## config.mk

```make
export PLATFORM = sky130hd
export DESIGN_NAME = alu_issue_ctrl
export DESIGN_NICKNAME = d
export VERILOG_FILES = /design/src/rtl/alu_issue_ctrl.sv
export SDC_FILE = /design/constraint.sdc
export NUM_CORES = 1
export LEC_CHECK = 0
export CAP_MARGIN = 20
export CORE_MARGIN = 8
export CORE_UTILIZATION = 25
export DETAILED_ROUTE_END_ITERATION = 8
export GPL_TIMING_DRIVEN = 0
export PLACE_DENSITY = 0.54
export RECOVER_POWER = 25
export SYNTH_ARGS = -nofsm -noshare
export SYNTH_HDL_FRONTEND = slang
export SYNTH_SLANG_ARGS = --single-unit
export TNS_END_PERCENT = 20
```

## constraint.sdc

```tcl
create_clock -name clk -period 8.31 [get_ports clk]
set_clock_uncertainty 0.2 [all_clocks]
set_input_delay 1.2465 -clock clk [delete_from_list [all_inputs] [get_ports clk]]
set_output_delay 1.2465 -clock clk [all_outputs]
set_load 0.005 [all_outputs]
```

## src/rtl/alu_issue_ctrl.sv

```systemverilog
// Issue/response controller for an external combinational 32-bit ALU.
// It decodes MIPS-style instructions, holds the ALU inputs in an execute register and buffers one result.
module alu_issue_ctrl #(
    parameter logic [5:0] SGT_FUNCT = 6'h2E
) (
    input  logic        clk,
    input  logic        rst,
    input  logic        req_valid,
    output logic        req_ready,
    input  logic [31:0] req_instr,
    input  logic [31:0] req_rs_val,
    input  logic [31:0] req_rt_val,
    output logic [31:0] alu_in1,
    output logic [31:0] alu_in2,
    output logic [3:0]  alu_ctrl,
    output logic [4:0]  alu_shumt,
    input  logic [31:0] alu_result,
    output logic        rsp_valid,
    input  logic        rsp_ready,
    output logic [31:0] rsp_result,
    output logic        rsp_zero,
    output logic        rsp_illegal,
    output logic [15:0] ops_retired
);

    logic        r_eValid;
    logic        r_eIllegal;
    logic [31:0] r_aluIn1;
    logic [31:0] r_aluIn2;
    logic [3:0]  r_aluCtrl;
    logic [4:0]  r_aluShumt;
    logic        r_rValid;
    logic [31:0] r_rspResult;
    logic        r_rspZero;
    logic        r_rspIllegal;
    logic [15:0] r_opsRetired;

    logic [5:0]  w_opcode;
    logic [5:0]  w_funct;
    logic [4:0]  w_shamt;
    logic [31:0] w_immSext;
    logic [31:0] w_immZext;
    logic [3:0]  w_ctrl;
    logic [31:0] w_in1;
    logic [31:0] w_in2;
    logic [4:0]  w_shumt;
    logic        w_illegal;
    logic        w_rFree;
    logic        w_advance;
    logic        w_accept;
    logic        w_consume;
    logic [31:0] w_rspData;

    assign w_opcode  = req_instr[31:26];
    assign w_funct   = req_instr[5:0];
    assign w_shamt   = req_instr[10:6];
    assign w_immSext = {{16{req_instr[15]}}, req_instr[15:0]};
    assign w_immZext = {16'h0000, req_instr[15:0]};

    always_comb begin
        w_ctrl    = 4'd0;
        w_in1     = req_rs_val;
        w_in2     = req_rt_val;
        w_shumt   = 5'd0;
        w_illegal = 1'b0;
        if (w_opcode == 6'h00) begin
            case (w_funct)
                6'h20, 6'h21: w_ctrl = 4'd0;
                6'h22, 6'h23: w_ctrl = 4'd1;
                6'h24:        w_ctrl = 4'd2;
                6'h25:        w_ctrl = 4'd3;
                6'h2A:        w_ctrl = 4'd8;
                SGT_FUNCT:    w_ctrl = 4'd7;
                6'h00, 6'h02, 6'h03: begin
                    w_in1   = req_rt_val;
                    w_in2   = 32'd0;
                    w_shumt = w_shamt;
                    w_ctrl  = (w_funct == 6'h00) ? 4'd4 :
                              (w_funct == 6'h02) ? 4'd5 : 4'd6;
                end
                default:      w_illegal = 1'b1;
            endcase
        end else begin
            w_in2 = w_immSext;
            case (w_opcode)
                6'h08, 6'h09, 6'h23, 6'h2B: w_ctrl = 4'd0;
                6'h0A: w_ctrl = 4'd8;
                6'h0C: begin w_ctrl = 4'd2; w_in2 = w_immZext; end
                6'h0D: begin w_ctrl = 4'd3; w_in2 = w_immZext; end
                6'h04, 6'h05: begin w_ctrl = 4'd1; w_in2 = req_rt_val; end
                default: w_illegal = 1'b1;
            endcase
        end
        // Illegal ops present an all-zero operand set to the ALU.
        if (w_illegal) begin
            w_ctrl  = 4'd0;
            w_in1   = 32'd0;
            w_in2   = 32'd0;
            w_shumt = 5'd0;
        end
    end

    assign w_rFree   = !r_rValid || rsp_ready;
    assign w_advance = r_eValid && w_rFree;
    assign req_ready = !rst && (!r_eValid || w_rFree);
    assign w_accept  = req_valid && req_ready;
    assign w_consume = r_rValid && rsp_ready;
    assign w_rspData = r_eIllegal ? 32'd0 : alu_result;

    always_ff @(posedge clk or posedge rst) begin
        if (rst) begin
            r_eValid   <= 1'b0;
            r_eIllegal <= 1'b0;
            r_aluIn1   <= 32'd0;
            r_aluIn2   <= 32'd0;
            r_aluCtrl  <= 4'd0;
            r_aluShumt <= 5'd0;
        end else if (w_accept) begin
            r_eValid   <= 1'b1;
            r_eIllegal <= w_illegal;
            r_aluIn1   <= w_in1;
            r_aluIn2   <= w_in2;
            r_aluCtrl  <= w_ctrl;
            r_aluShumt <= w_shumt;
        end else if (w_advance) begin
            r_eValid <= 1'b0;
        end
    end

    // The response buffer refills on the same edge it is drained, so a stream never bubbles.
    always_ff @(posedge clk or posedge rst) begin
        if (rst) begin
            r_rValid     <= 1'b0;
            r_rspResult  <= 32'd0;
            r_rspZero    <= 1'b0;
            r_rspIllegal <= 1'b0;
        end else if (w_advance) begin
            r_rValid     <= 1'b1;
            r_rspResult  <= w_rspData;
            r_rspZero    <= (w_rspData == 32'd0);
            r_rspIllegal <= r_eIllegal;
        end else if (w_consume) begin
            r_rValid <= 1'b0;
        end
    end

    always_ff @(posedge clk or posedge rst) begin
        if (rst) begin
            r_opsRetired <= 16'd0;
        end else if (w_consume) begin
            r_opsRetired <= r_opsRetired + 16'd1;
        end
    end

    assign alu_in1     = r_aluIn1;
    assign alu_in2     = r_aluIn2;
    assign alu_ctrl    = r_aluCtrl;
    assign alu_shumt   = r_aluShumt;
    assign rsp_valid   = r_rValid;
    assign rsp_result  = r_rspResult;
    assign rsp_zero    = r_rspZero;
    assign rsp_illegal = r_rspIllegal;
    assign ops_retired = r_opsRetired;

endmodule

```

==> out/metrics.yaml <==
drive_gt1_share_pct: 10.34
nNetsFinal: 1000
slew_viol_final: 0
p_per_area_nw_per_um2: 184.6
drcViolationCount: 0
period_minus_slack_ns: 4.432
core_um2: 24960
die_height_um: 174.8
multiInputGateArea_um2: 2783
power_switching_w: 0.0004951
p_seq_share_pct: 39.2
ys_warn_count: 0
cts_buffers: 17
globalRouteTotalUtil_pct: 15.71
relSlewSlack_pct: 46.44
clk_pin_slew_ns: 0.06
wl_um: 24090
rsz0062_at_grt: "no"
power_leakage_nw: 3.863
power_frac_comb_pct: 18.5
fillers: 2546
worstPathMaxFanout: 51
ys_async_sr_fraction_pct: 100.0
power.share.clock_pct: 42.2
grt_max_degree: 79
worst_slack_ns: 3.878
grt_pass1_vias: 5925
power_w: 0.001796
cts_hold_buffers: 0
cts_root_buffer: "clkbuf_16"
synth-edff-count: 0
worstPathRequired_ns: 6.86
critPathLaunchType: "primary input"
outcome: "finished, final reports clean"
fin_area_um2: 9727
intPower_w: 0.001301
num_rows: 58
io_buffers: 239
netlist_instances: 608
dieArea_um2: 30550
worst_slew_pin_slew_ns: 0.8008
cts_setup_buffers: 0
rrSetupSlack_ns: 5.80
crit_type: "in -> out"
start_util_pct: 25.25
synth-seq-area-share_pct: 50.02
ys.flop_type: "dfrtp_1"
cts_sinks: 126
synth_cell_types: 52
netlist_area_um2: 6304
maxCapViolCount: 0
hp-class: "reg -> reg"
htreeDepth: 4
drtPass1Iterations: 5
synth_area_per_cell_um2: 10.37
antenna_found_initial: 0
fmaxAchievable_ghz: 0.2256
top_level_ports: 257
ir_worst_vdd_mv: 0.08374
switching_share_pct: 27.57
worstPathArrival_ns: 2.99
cts_resized: 0
dp.final_hpwl_um: 18330
finalSetupViolations: 0
n_antenna_cell: 0
seq_area_um2: 3153
placed_area_um2: 9141
drt_iter0_markers: 322
cts_buffer_depth: 2
cts_tree: "yes"
globalplace.congestion: 0.8109
syn_to_final_growth_pct: 54.31
antenna_left: 0
hold_violations: 0
grt-ovfl-total: 0
worstSkewPairLatency_ns: 0.41
synth_seq_cells: 126
crit_path_end_kind: "primary output"
syn-num-nets: 741
fin_crit_sh_pct: 53.33
grt_pass1_wl_um: 37490
die_w_um: 174.8
setup_tns_ns: 0
wl_per_cell_um: 19.91
pre_cts_slack_ns: 3.925
vias_per_cell: 4.747
num_vias: 5744
## per-layer routing
layer  vias to the layer above  track usage, %  part of all wire (%)
li1                       2733               -                     -
met1                      2789           20.10                    45
met2                       202           24.73                    46
met3                        20           5.245                   7.1
met4                         0           4.733                   1.8
met5                         -               0                     0
## power by group through the flow
stage          Combinational, W  Sequential, W  Clock (W)
2_1_floorplan          0.000115       0.000715          0
3_3_place_gp           0.000336       0.000715          0
3_5_place_dp           0.000339       0.000717          0
4_1_cts                0.000341       0.000705   0.000782
5_1_grt                0.000365       0.000713   0.000816
6_report               0.000333       0.000705   0.000758
## worst paths after layout
path / depth (start not counted) / from / end
min: 1 / ops_retired[15]$_DFFE_PP0P_ / ops_retired[15]$_DFFE_PP0P_
max reg2reg: 6 / rsp_valid$_DFFE_PP0P_ / alu_in2[1]$_DFFE_PP0P_
max in group asynchronous: 3 / rst / alu_in1[5]$_DFFE_PP0P_
max: 4 / rst / req_ready
min reg2reg: 1 / ops_retired[15]$_DFFE_PP0P_ / ops_retired[15]$_DFFE_PP0P_
min in group asynchronous: 2 / rst / rsp_result[25]$_DFFE_PP0P_
## stage by stage
stage / hold WS (ns) / util [%] / std cells
CTS: 0.2717 / 38.96 / 1210
detailed placement: 0.2626 / 36.62 / 1178
finish: 0.2643 / 38.96 / 1210
floorplan: 0.2569 / - / 608
global route: 0.2997 / 38.96 / 1210
global placement: 0.2584 / 36.49 / 1177
## logic make-up after synthesis
logic type	Yosys count	share of synthesized area, %
AOI/OAI and AO/OA	144	19.04
adders and majority gates	1	0.1985
DFF	126	50.02
and+or+nand+nor	210	14.85
buffers and inverters	62	5.835
muxes	50	7.979
xor gates and xnor gates	15	2.084
## synth_stat cells, types with 2 or more instances
cell type / n / area (um2)
nand2_1: 155 / 581.8
buf_6: 10 / 112.6
or3_1: 3 / 18.77
clkbuf_1: 22 / 82.58
o31ai_1: 54 / 405.4
nand2b_1: 3 / 18.77
o221ai_1: 15 / 131.4
dfrtp_1: 126 / 3153
inv_1: 6 / 22.52
nand4_1: 6 / 37.54
buf_4: 9 / 67.56
xnor2_1: 8 / 70.07
and3_1: 2 / 12.51
nor2_1: 10 / 37.54
a31oi_1: 2 / 12.51
mux2i_1: 48 / 480.5
o41ai_2: 16 / 260.3
a211o_1: 3 / 26.28
a32oi_1: 2 / 17.52
o41ai_1: 3 / 26.28
and4_1: 3 / 26.28
nor3_1: 5 / 25.02
nand3_1: 3 / 15.01
a2bb2oi_1: 2 / 17.52
o21ai_0: 35 / 175.2
nor4_1: 8 / 50.05
a21oi_1: 3 / 15.01
buf_2: 12 / 60.06
xor2_1: 7 / 61.31
nor4b_1: 4 / 35.03
mux2_2: 2 / 22.52
## worst max-delay path, cell delays in order
cell,delay [ns]
dlygate4sd3_1,0.59
inv_6,0.37
and2_1,0.20
clkdlybuf4s50_1,0.53
## cell type report
| type | instances | share of cell area (%) |
|---|---|---|
| tap | 330 | 4.245 |
| buffer | 55 | 3.512 |
| clock buffer | 18 | 4.412 |
| timing repair buffer | 240 | 24.88 |
| multi-input combinational | 420 | 28.61 |
| sequential | 126 | 32.42 |
| inverter | 7 | 0.3216 |
| clock inverter | 14 | 1.608 |
## cells in the final DEF (no fill, tap or decap), types with 7 or more instances in the layout
| cell | n |
|---|---|
| buf_2 | 12 |
| buf_4 | 9 |
| buf_6 | 10 |
| clkbuf_1 | 23 |
| clkbuf_16 | 17 |
| clkdlybuf4s50_1 | 237 |
| dfrtp_1 | 126 |
| mux2i_1 | 48 |
| nand2_1 | 155 |
| nor2_1 | 10 |
| nor4_1 | 8 |
| o21ai_0 | 35 |
| o221ai_1 | 15 |
| o31ai_1 | 54 |
| o41ai_2 | 16 |
| xnor2_1 | 8 |
| xor2_1 | 7 |
## registers in the layout, summed over array words and instances (netlist names)
signal       cells
alu_in2         32
alu_shumt        5
rsp_zero         1
alu_in1         32
ops_retired     16
rsp_valid        1
alu_ctrl         4
rsp_result      32
r_eIllegal       1
rsp_illegal      1
r_eValid         1
Note: power is estimated with default switching activity, not from simulation.
